==> config.mk <==
export PLATFORM = sky130hd
export DESIGN_NAME = keypad_scanner
export DESIGN_NICKNAME = d
export VERILOG_FILES = /design/src/rtl/keypad_scanner.sv
export SDC_FILE = /design/constraint.sdc
export NUM_CORES = 1
export LEC_CHECK = 0
export CAP_MARGIN = 20
export CORE_ASPECT_RATIO = 1.4
export CORE_MARGIN = 2
export CORE_UTILIZATION = 40
export DETAILED_ROUTE_END_ITERATION = 7
export HOLD_SLACK_MARGIN = 0.08
export PLACE_DENSITY_LB_ADDON = 0.12
export SYNTH_ARGS = -nofsm -noshare
export SYNTH_HDL_FRONTEND = slang
export SYNTH_SLANG_ARGS = --single-unit
export TNS_END_PERCENT = 5
==> constraint.sdc <==
create_clock -name clk -period 4.6 [get_ports clk]
set_input_delay 0.92 -clock clk [delete_from_list [all_inputs] [get_ports clk]]
set_output_delay 0.92 -clock clk [all_outputs]
set_load 0.005 [all_outputs]
==> src/rtl/keypad_scanner.sv <==
// Row-scans a 4x4 active-low keypad, debounces press and release, and encodes each
// accepted key as hex while keeping a two-digit history for the display driver.
module keypad_scanner #(
  parameter int SCAN_DIV        = 12000,
  parameter int DEBOUNCE_CYCLES = 240000
) (
  input  logic       clk,
  input  logic       reset,
  input  logic [3:0] col,
  output logic [3:0] row,
  output logic       key_valid,
  output logic [3:0] key_code,
  output logic [3:0] left_digit,
  output logic [3:0] right_digit
);

  localparam int SW = $clog2(SCAN_DIV);
  localparam int DW = $clog2(DEBOUNCE_CYCLES);
  localparam logic [SW-1:0] SCAN_LAST = SW'(SCAN_DIV - 1);
  localparam logic [DW-1:0] DEB_LAST  = DW'(DEBOUNCE_CYCLES - 1);

  typedef enum logic [1:0] {SCAN, DEBOUNCE, HELD, RELEASE} state_t;

  state_t        state_q;
  logic [3:0]    col_meta_q, col_s_q;
  logic [3:0]    row_q;
  logic [1:0]    row_idx_q, col_idx_q;
  logic [SW-1:0] scan_cnt_q;
  logic [DW-1:0] deb_cnt_q;
  logic          key_valid_q;
  logic [3:0]    key_code_q, left_q, right_q;

  logic          single_low;
  logic [1:0]    col_idx_d, row_idx_d;
  logic [3:0]    row_rot;
  logic          key_pressed;
  logic [3:0]    key_d;

  function automatic logic [3:0] keymap(input logic [1:0] r, input logic [1:0] c);
    logic [3:0] k;
    k = 4'h0;
    case ({r, c})
      4'h0: k = 4'h1;
      4'h1: k = 4'h2;
      4'h2: k = 4'h3;
      4'h3: k = 4'hA;
      4'h4: k = 4'h4;
      4'h5: k = 4'h5;
      4'h6: k = 4'h6;
      4'h7: k = 4'hB;
      4'h8: k = 4'h7;
      4'h9: k = 4'h8;
      4'hA: k = 4'h9;
      4'hB: k = 4'hC;
      4'hC: k = 4'hE;
      4'hD: k = 4'h0;
      4'hE: k = 4'hF;
      4'hF: k = 4'hD;
    endcase
    return k;
  endfunction

  // Columns are asynchronous to clk; only the synchronised copy is ever looked at.
  always_ff @(posedge clk or posedge reset) begin
    if (reset) begin
      col_meta_q <= 4'hF;
      col_s_q    <= 4'hF;
    end else begin
      col_meta_q <= col;
      col_s_q    <= col_meta_q;
    end
  end

  always_comb begin
    single_low = 1'b1;
    col_idx_d  = 2'd0;
    case (col_s_q)
      4'b1110: col_idx_d = 2'd0;
      4'b1101: col_idx_d = 2'd1;
      4'b1011: col_idx_d = 2'd2;
      4'b0111: col_idx_d = 2'd3;
      default: single_low = 1'b0;
    endcase
    row_idx_d = 2'd0;
    case (row_q)
      4'b1101: row_idx_d = 2'd1;
      4'b1011: row_idx_d = 2'd2;
      4'b0111: row_idx_d = 2'd3;
      default: row_idx_d = 2'd0;
    endcase
  end

  assign row_rot     = {row_q[2:0], row_q[3]};
  assign key_pressed = ~col_s_q[col_idx_q];
  assign key_d       = keymap(row_idx_q, col_idx_q);

  always_ff @(posedge clk or posedge reset) begin
    if (reset) begin
      state_q     <= SCAN;
      row_q       <= 4'b1110;
      row_idx_q   <= 2'd0;
      col_idx_q   <= 2'd0;
      scan_cnt_q  <= '0;
      deb_cnt_q   <= '0;
      key_valid_q <= 1'b0;
      key_code_q  <= 4'h0;
      left_q      <= 4'h0;
      right_q     <= 4'h0;
    end else begin
      key_valid_q <= 1'b0;
      case (state_q)
        SCAN: begin
          if (scan_cnt_q == SCAN_LAST) begin
            scan_cnt_q <= '0;
            if (single_low) begin
              row_idx_q <= row_idx_d;
              col_idx_q <= col_idx_d;
              deb_cnt_q <= '0;
              state_q   <= DEBOUNCE;
            end else begin
              row_q <= row_rot;
            end
          end else begin
            scan_cnt_q <= scan_cnt_q + 1'b1;
          end
        end
        DEBOUNCE: begin
          if (!key_pressed) begin
            row_q      <= row_rot;
            scan_cnt_q <= '0;
            state_q    <= SCAN;
          end else if (deb_cnt_q == DEB_LAST) begin
            key_valid_q <= 1'b1;
            key_code_q  <= key_d;
            left_q      <= right_q;
            right_q     <= key_d;
            state_q     <= HELD;
          end else begin
            deb_cnt_q <= deb_cnt_q + 1'b1;
          end
        end
        HELD: begin
          // Row stays frozen, so other keys cannot register until this one is released.
          if (!key_pressed) begin
            deb_cnt_q <= '0;
            state_q   <= RELEASE;
          end
        end
        RELEASE: begin
          if (key_pressed) begin
            state_q <= HELD;
          end else if (deb_cnt_q == DEB_LAST) begin
            row_q      <= row_rot;
            scan_cnt_q <= '0;
            state_q    <= SCAN;
          end else begin
            deb_cnt_q <= deb_cnt_q + 1'b1;
          end
        end
        default: state_q <= SCAN;
      endcase
    end
  end

  assign row         = row_q;
  assign key_valid   = key_valid_q;
  assign key_code    = key_code_q;
  assign left_digit  = left_q;
  assign right_digit = right_q;

endmodule

==> impl_metrics.prom <==
# TYPE chip_impl_metric gauge
chip_impl_info{name="rsz_0062_raised_after_global_routing",value="false"} 1
chip_impl_metric{name="crit_fanout",unit=""} 35
chip_impl_metric{name="max_freq",unit="MHz"} 370.0
chip_impl_info{name="combinational_family_with_the_most_area_after_synthesis",value="simple AND/OR/NAND/NOR gates"} 1
chip_impl_metric{name="hpwlAfterDp",unit="um"} 4757
chip_impl_metric{name="via_count_of_the_first_global_routing_pass",unit=""} 2308
chip_impl_metric{name="start_util",unit="%"} 40.63
chip_impl_metric{name="die_h",unit="um"} 108.3
chip_impl_metric{name="gp_routability_congestion",unit=""} 0.7166
chip_impl_metric{name="cts_htree_levels",unit=""} 3
chip_impl_metric{name="final_max_tran_viols",unit=""} 0
chip_impl_metric{name="post_cts_setup_repair_buffer_count",unit=""} 0
chip_impl_info{name="cts_root_buf",value="sky130_fd_sc_hd__clkbuf_8"} 1
chip_impl_metric{name="synth_fa_ha_area_share",unit="%"} 2.816
chip_impl_metric{name="gr-total-overflow",unit=""} 0
chip_impl_metric{name="met3RoutedLength",unit="um"} 169
chip_impl_metric{name="final_core_utilization",unit="%"} 46.62
chip_impl_info{name="hp-start",value="col_meta_q[0]$_DFF_PP1_"} 1
chip_impl_metric{name="port-buffer-count",unit=""} 22
chip_impl_info{name="r2r_start",value="scan_cnt_q[8]$_DFFE_PP0P_"} 1
chip_impl_metric{name="slew_headroom",unit="%"} 36.98
chip_impl_info{name="critical_path.cell_chain",value="or4b_4 -> nor4_4 -> a31oi_4 -> or4_1 -> a21oi_1"} 1
chip_impl_metric{name="worst_clock_skew",unit="ps"} 8.155
chip_impl_metric{name="final.hold.worst_slack",unit="ps"} 355.2
chip_impl_metric{name="async_flop_share",unit="%"} 100.0
chip_impl_metric{name="ys_types",unit=""} 51
chip_impl_metric{name="postSynthRegisterBits",unit=""} 59
chip_impl_metric{name="timing.final.crit_share",unit="%"} 58.76
chip_impl_metric{name="final_antenna_net_count",unit=""} 0
chip_impl_info{name="highest_layer",value="met4"} 1
chip_impl_metric{name="crit_arrival",unit="ps"} 2950
chip_impl_info{name="hold_path_class",value="register to register"} 1
chip_impl_metric{name="num_io_pins",unit=""} 23
chip_impl_metric{name="yosysWarnings",unit=""} 0
chip_impl_metric{name="synth_compound_area_share",unit="%"} 16.45
chip_impl_metric{name="synth_xor_xnor_area_share",unit="%"} 1.408
chip_impl_metric{name="final.setup.worst_slack",unit="ps"} 1897
chip_impl_metric{name="wl_met1",unit="um"} 2916
chip_impl_metric{name="drive_gt1_share",unit="%"} 15.11
chip_impl_metric{name="num-nets-final",unit=""} 339
chip_impl_metric{name="worstHoldPathCells",unit=""} 0
chip_impl_metric{name="final_cell_count_no_fill",unit=""} 431
chip_impl_metric{name="place_inst",unit=""} 415
chip_impl_metric{name="drtIter0Drc",unit=""} 177
chip_impl_info{name="cell_with_the_largest_stage_delay_on_the_worst_path",value="sky130_fd_sc_hd__or4_1"} 1
chip_impl_metric{name="clkTransAtPathRegs",unit="ps"} 70
chip_impl_metric{name="required",unit="ps"} 4840
chip_impl_metric{name="met2_wirelength",unit="um"} 3676
chip_impl_metric{name="setup.reg_to_reg.worst_slack",unit="ps"} 1900
chip_impl_metric{name="post_cts_resized",unit=""} 0
chip_impl_metric{name="cts-hold-fix-buffers",unit=""} 0
chip_impl_metric{name="num_rows",unit=""} 38
chip_impl_metric{name="grt_antenna_before_repair",unit=""} 0
chip_impl_metric{name="numCtsBuffers",unit=""} 9
chip_impl_metric{name="power.density_cell_area",unit="nW/um2"} 284.1
chip_impl_metric{name="syn_avg_cell_area",unit="um2"} 10.07
chip_impl_metric{name="worst-slew-pin-transition",unit="ps"} 933.1
chip_impl_metric{name="final_hold_viol_count",unit=""} 0
chip_impl_metric{name="synth_cells",unit=""} 309
chip_impl_metric{name="floorplan.die_area",unit="um2"} 8508
chip_impl_metric{name="multi_input_area",unit="um2"} 1503
chip_impl_metric{name="dr_pass1_iterations",unit=""} 4
chip_impl_metric{name="mappedNetlistArea",unit="um2"} 3110
chip_impl_metric{name="max_stage_delay",unit="ps"} 630
chip_impl_metric{name="cap_viol_max_count",unit=""} 0
chip_impl_metric{name="static-leakage-power",unit="nW"} 1.468
chip_impl_metric{name="count_of_vias_placed_by_the_detailed_router",unit=""} 2424
chip_impl_metric{name="flow.area_growth_from_synthesis",unit="%"} 14.72
chip_impl_info{name="synthFlopType",value="sky130_fd_sc_hd__dfrtp_1"} 1
chip_impl_info{name="whs_endpoint",value="col_s_q[0]$_DFF_PP1_"} 1
chip_impl_metric{name="totalPowerFinal",unit="mW"} 1.014
chip_impl_metric{name="syn_nets",unit=""} 322
chip_impl_metric{name="design_area",unit="um2"} 3568
chip_impl_metric{name="fillerInstances",unit=""} 714
chip_impl_metric{name="seq_area",unit="um2"} 1490
chip_impl_metric{name="pre_cts_slack",unit="ps"} 1992
chip_impl_metric{name="cts_buffer_depth",unit=""} 2
chip_impl_metric{name="reg2regPathDepth",unit=""} 5
chip_impl_metric{name="maximum_number_of_pins_on_one_net_before_global_route_repair",unit=""} 41
chip_impl_metric{name="fin_tns_setup",unit="ps"} 0
chip_impl_metric{name="post-route-drc-count",unit=""} 0
chip_impl_metric{name="power.ir.vdd_worst",unit="mV"} 0.1495
chip_impl_metric{name="post-route-min-period",unit="ps"} 2703
chip_impl_info{name="r2r-end",value="deb_cnt_q[9]$_DFFE_PP0P_"} 1
chip_impl_metric{name="clock_sink_count",unit=""} 59
chip_impl_metric{name="finalSetupViolations",unit=""} 0
chip_impl_metric{name="clk_latency",unit="ps"} 340
chip_impl_metric{name="route.final.wire_length",unit="um"} 6844
chip_impl_info{name="worstSetupPathType",value="register to register"} 1
chip_impl_metric{name="track_usage",unit="%"} 17.73
chip_impl_metric{name="synth_enable_flop_cells",unit=""} 0
chip_impl_metric{name="synth_simple_gate_area_share",unit="%"} 21.20
chip_impl_metric{name="placedInstanceArea",unit="um2"} 3376
chip_impl_info{name="run_status",value="completed"} 1
chip_impl_info{name="setup.worst_path.start_class",value="register"} 1
chip_impl_metric{name="seq_area_frac_synth",unit="%"} 47.91
chip_impl_metric{name="wire_length_of_the_first_global_routing_pass",unit="um"} 11520
chip_impl_metric{name="muxShareOfSynthArea",unit="%"} 6.436
chip_impl_metric{name="diodes",unit=""} 0
chip_impl_metric{name="design.core.area",unit="um2"} 7655
chip_impl_metric{name="fp.dieW",unit="um"} 78.53
chip_impl_metric{name="detail_route.wl_per_cell",unit="um"} 15.88
chip_impl_info{name="cts_tree",value="done"} 1
chip_impl_metric{name="vias_per_cell",unit=""} 5.624
chip_impl_info{name="critPathCaptureType",value="register"} 1
-- area by class of cell --
class | instances | share of cell area (%)
Multi-Input combinational cell | 225 | 42.11
Sequential cell | 59 | 41.76
Timing Repair Buffer | 23 | 6.381
Clock buffer | 10 | 3.857
Tap cell | 100 | 3.506
Clock inverter | 6 | 1.543
Inverter | 8 | 0.8415
-- report_power, final --
part / total (mW) / switching [mW] / internal (mW)
sequential: 0.529 / 0.00351 / 0.526
combinational: 0.0214 / 0.0140 / 0.00735
clock: 0.463 / 0.204 / 0.260
-- cell usage in the layout (no fill, tap or decap), drive strengths merged, types with 10 or more instances in the layout --
cell type	n
dfstp	11
o21ai	20
dfrtp	48
clkbuf	10
a21oi	19
nand2	19
nand3	22
or4	12
clkdlybuf4s50	22
o31ai	17
nor2	20
mux2	14
a31oi	13
-- per-layer routing --
metal	GRT usage, %	vias to the layer above
li1	-	1200
met1	21.44	1188
met2	30.46	29
met3	3.756	7
met4	7.519	0
met5	0	-
-- cells in the mapped netlist, types with 2 or more instances --
library cell | count | share of area (%)
sky130_fd_sc_hd__ha_1 | 7 | 2.8
sky130_fd_sc_hd__or4_1 | 12 | 2.9
sky130_fd_sc_hd__nand4_1 | 8 | 1.6
sky130_fd_sc_hd__nor2b_1 | 2 | 0.40
sky130_fd_sc_hd__o211ai_1 | 2 | 0.48
sky130_fd_sc_hd__nor4_1 | 3 | 0.60
sky130_fd_sc_hd__nor3_1 | 4 | 0.64
sky130_fd_sc_hd__o21ai_0 | 20 | 3.2
sky130_fd_sc_hd__a31oi_1 | 12 | 2.4
sky130_fd_sc_hd__nand2b_1 | 4 | 0.80
sky130_fd_sc_hd__mux2i_1 | 2 | 0.64
sky130_fd_sc_hd__and3_1 | 5 | 1.0
sky130_fd_sc_hd__nand4b_1 | 2 | 0.56
sky130_fd_sc_hd__dfrtp_1 | 48 | 39
sky130_fd_sc_hd__xnor2_1 | 2 | 0.56
sky130_fd_sc_hd__inv_1 | 8 | 0.97
sky130_fd_sc_hd__nor2_1 | 20 | 2.4
sky130_fd_sc_hd__a21oi_1 | 19 | 3.1
sky130_fd_sc_hd__nand2_1 | 19 | 2.3
sky130_fd_sc_hd__nand3_1 | 22 | 3.5
sky130_fd_sc_hd__mux2_2 | 14 | 5.1
sky130_fd_sc_hd__or3_1 | 3 | 0.60
sky130_fd_sc_hd__xor2_1 | 3 | 0.84
sky130_fd_sc_hd__dfstp_2 | 11 | 9.3
sky130_fd_sc_hd__buf_4 | 4 | 0.97
sky130_fd_sc_hd__o31ai_1 | 17 | 4.1
sky130_fd_sc_hd__clkbuf_1 | 10 | 1.2
sky130_fd_sc_hd__o31a_1 | 2 | 0.56
sky130_fd_sc_hd__o21a_1 | 2 | 0.48
-- sequential cells by signal, summed over array words and instances (netlist names), named ones only --
| name | cells |
|---|---|
| col_idx_q | 2 |
| col_meta_q | 4 |
| col_s_q | 4 |
| deb_cnt_q | 18 |
| key_valid | 1 |
| left_digit | 4 |
| right_digit | 4 |
| row | 4 |
| row_idx_q | 2 |
| scan_cnt_q | 14 |
| state_q | 1 |
-- logic make-up after synthesis --
group                      Yosys count
and+or+nand+nor                    116
AOI/OAI and AO/OA                   80
DFF                                 59
buffers and inverters               25
muxes                               17
adders and majority gates            7
xor gates and xnor gates             5
-- worst max-delay path by stage --
stage                                    startpoint                        end  slack (ps)
after detailed placement  scan_cnt_q[8]$_DFFE_PP0P_  deb_cnt_q[10]$_DFFE_PP0P_        1990
final                     scan_cnt_q[8]$_DFFE_PP0P_   deb_cnt_q[9]$_DFFE_PP0P_        1900
after global placement     deb_cnt_q[0]$_DFFE_PP0P_         row[0]$_DFFE_PP0P_        2010
after global routing      scan_cnt_q[0]$_DFFE_PP0P_   deb_cnt_q[9]$_DFFE_PP0P_        1700
after CTS                 scan_cnt_q[8]$_DFFE_PP0P_   deb_cnt_q[9]$_DFFE_PP0P_        1920
after floorplan           scan_cnt_q[8]$_DFFE_PP0P_         row[0]$_DFFE_PP0P_        2210
-- worst max-delay path: cells and delay by family (launching register included) --
family,cells,cell delay (ps)
simple gates,3,1590
compound gates,2,560
flops,1,440
Note: power is estimated with default switching activity, not from simulation.
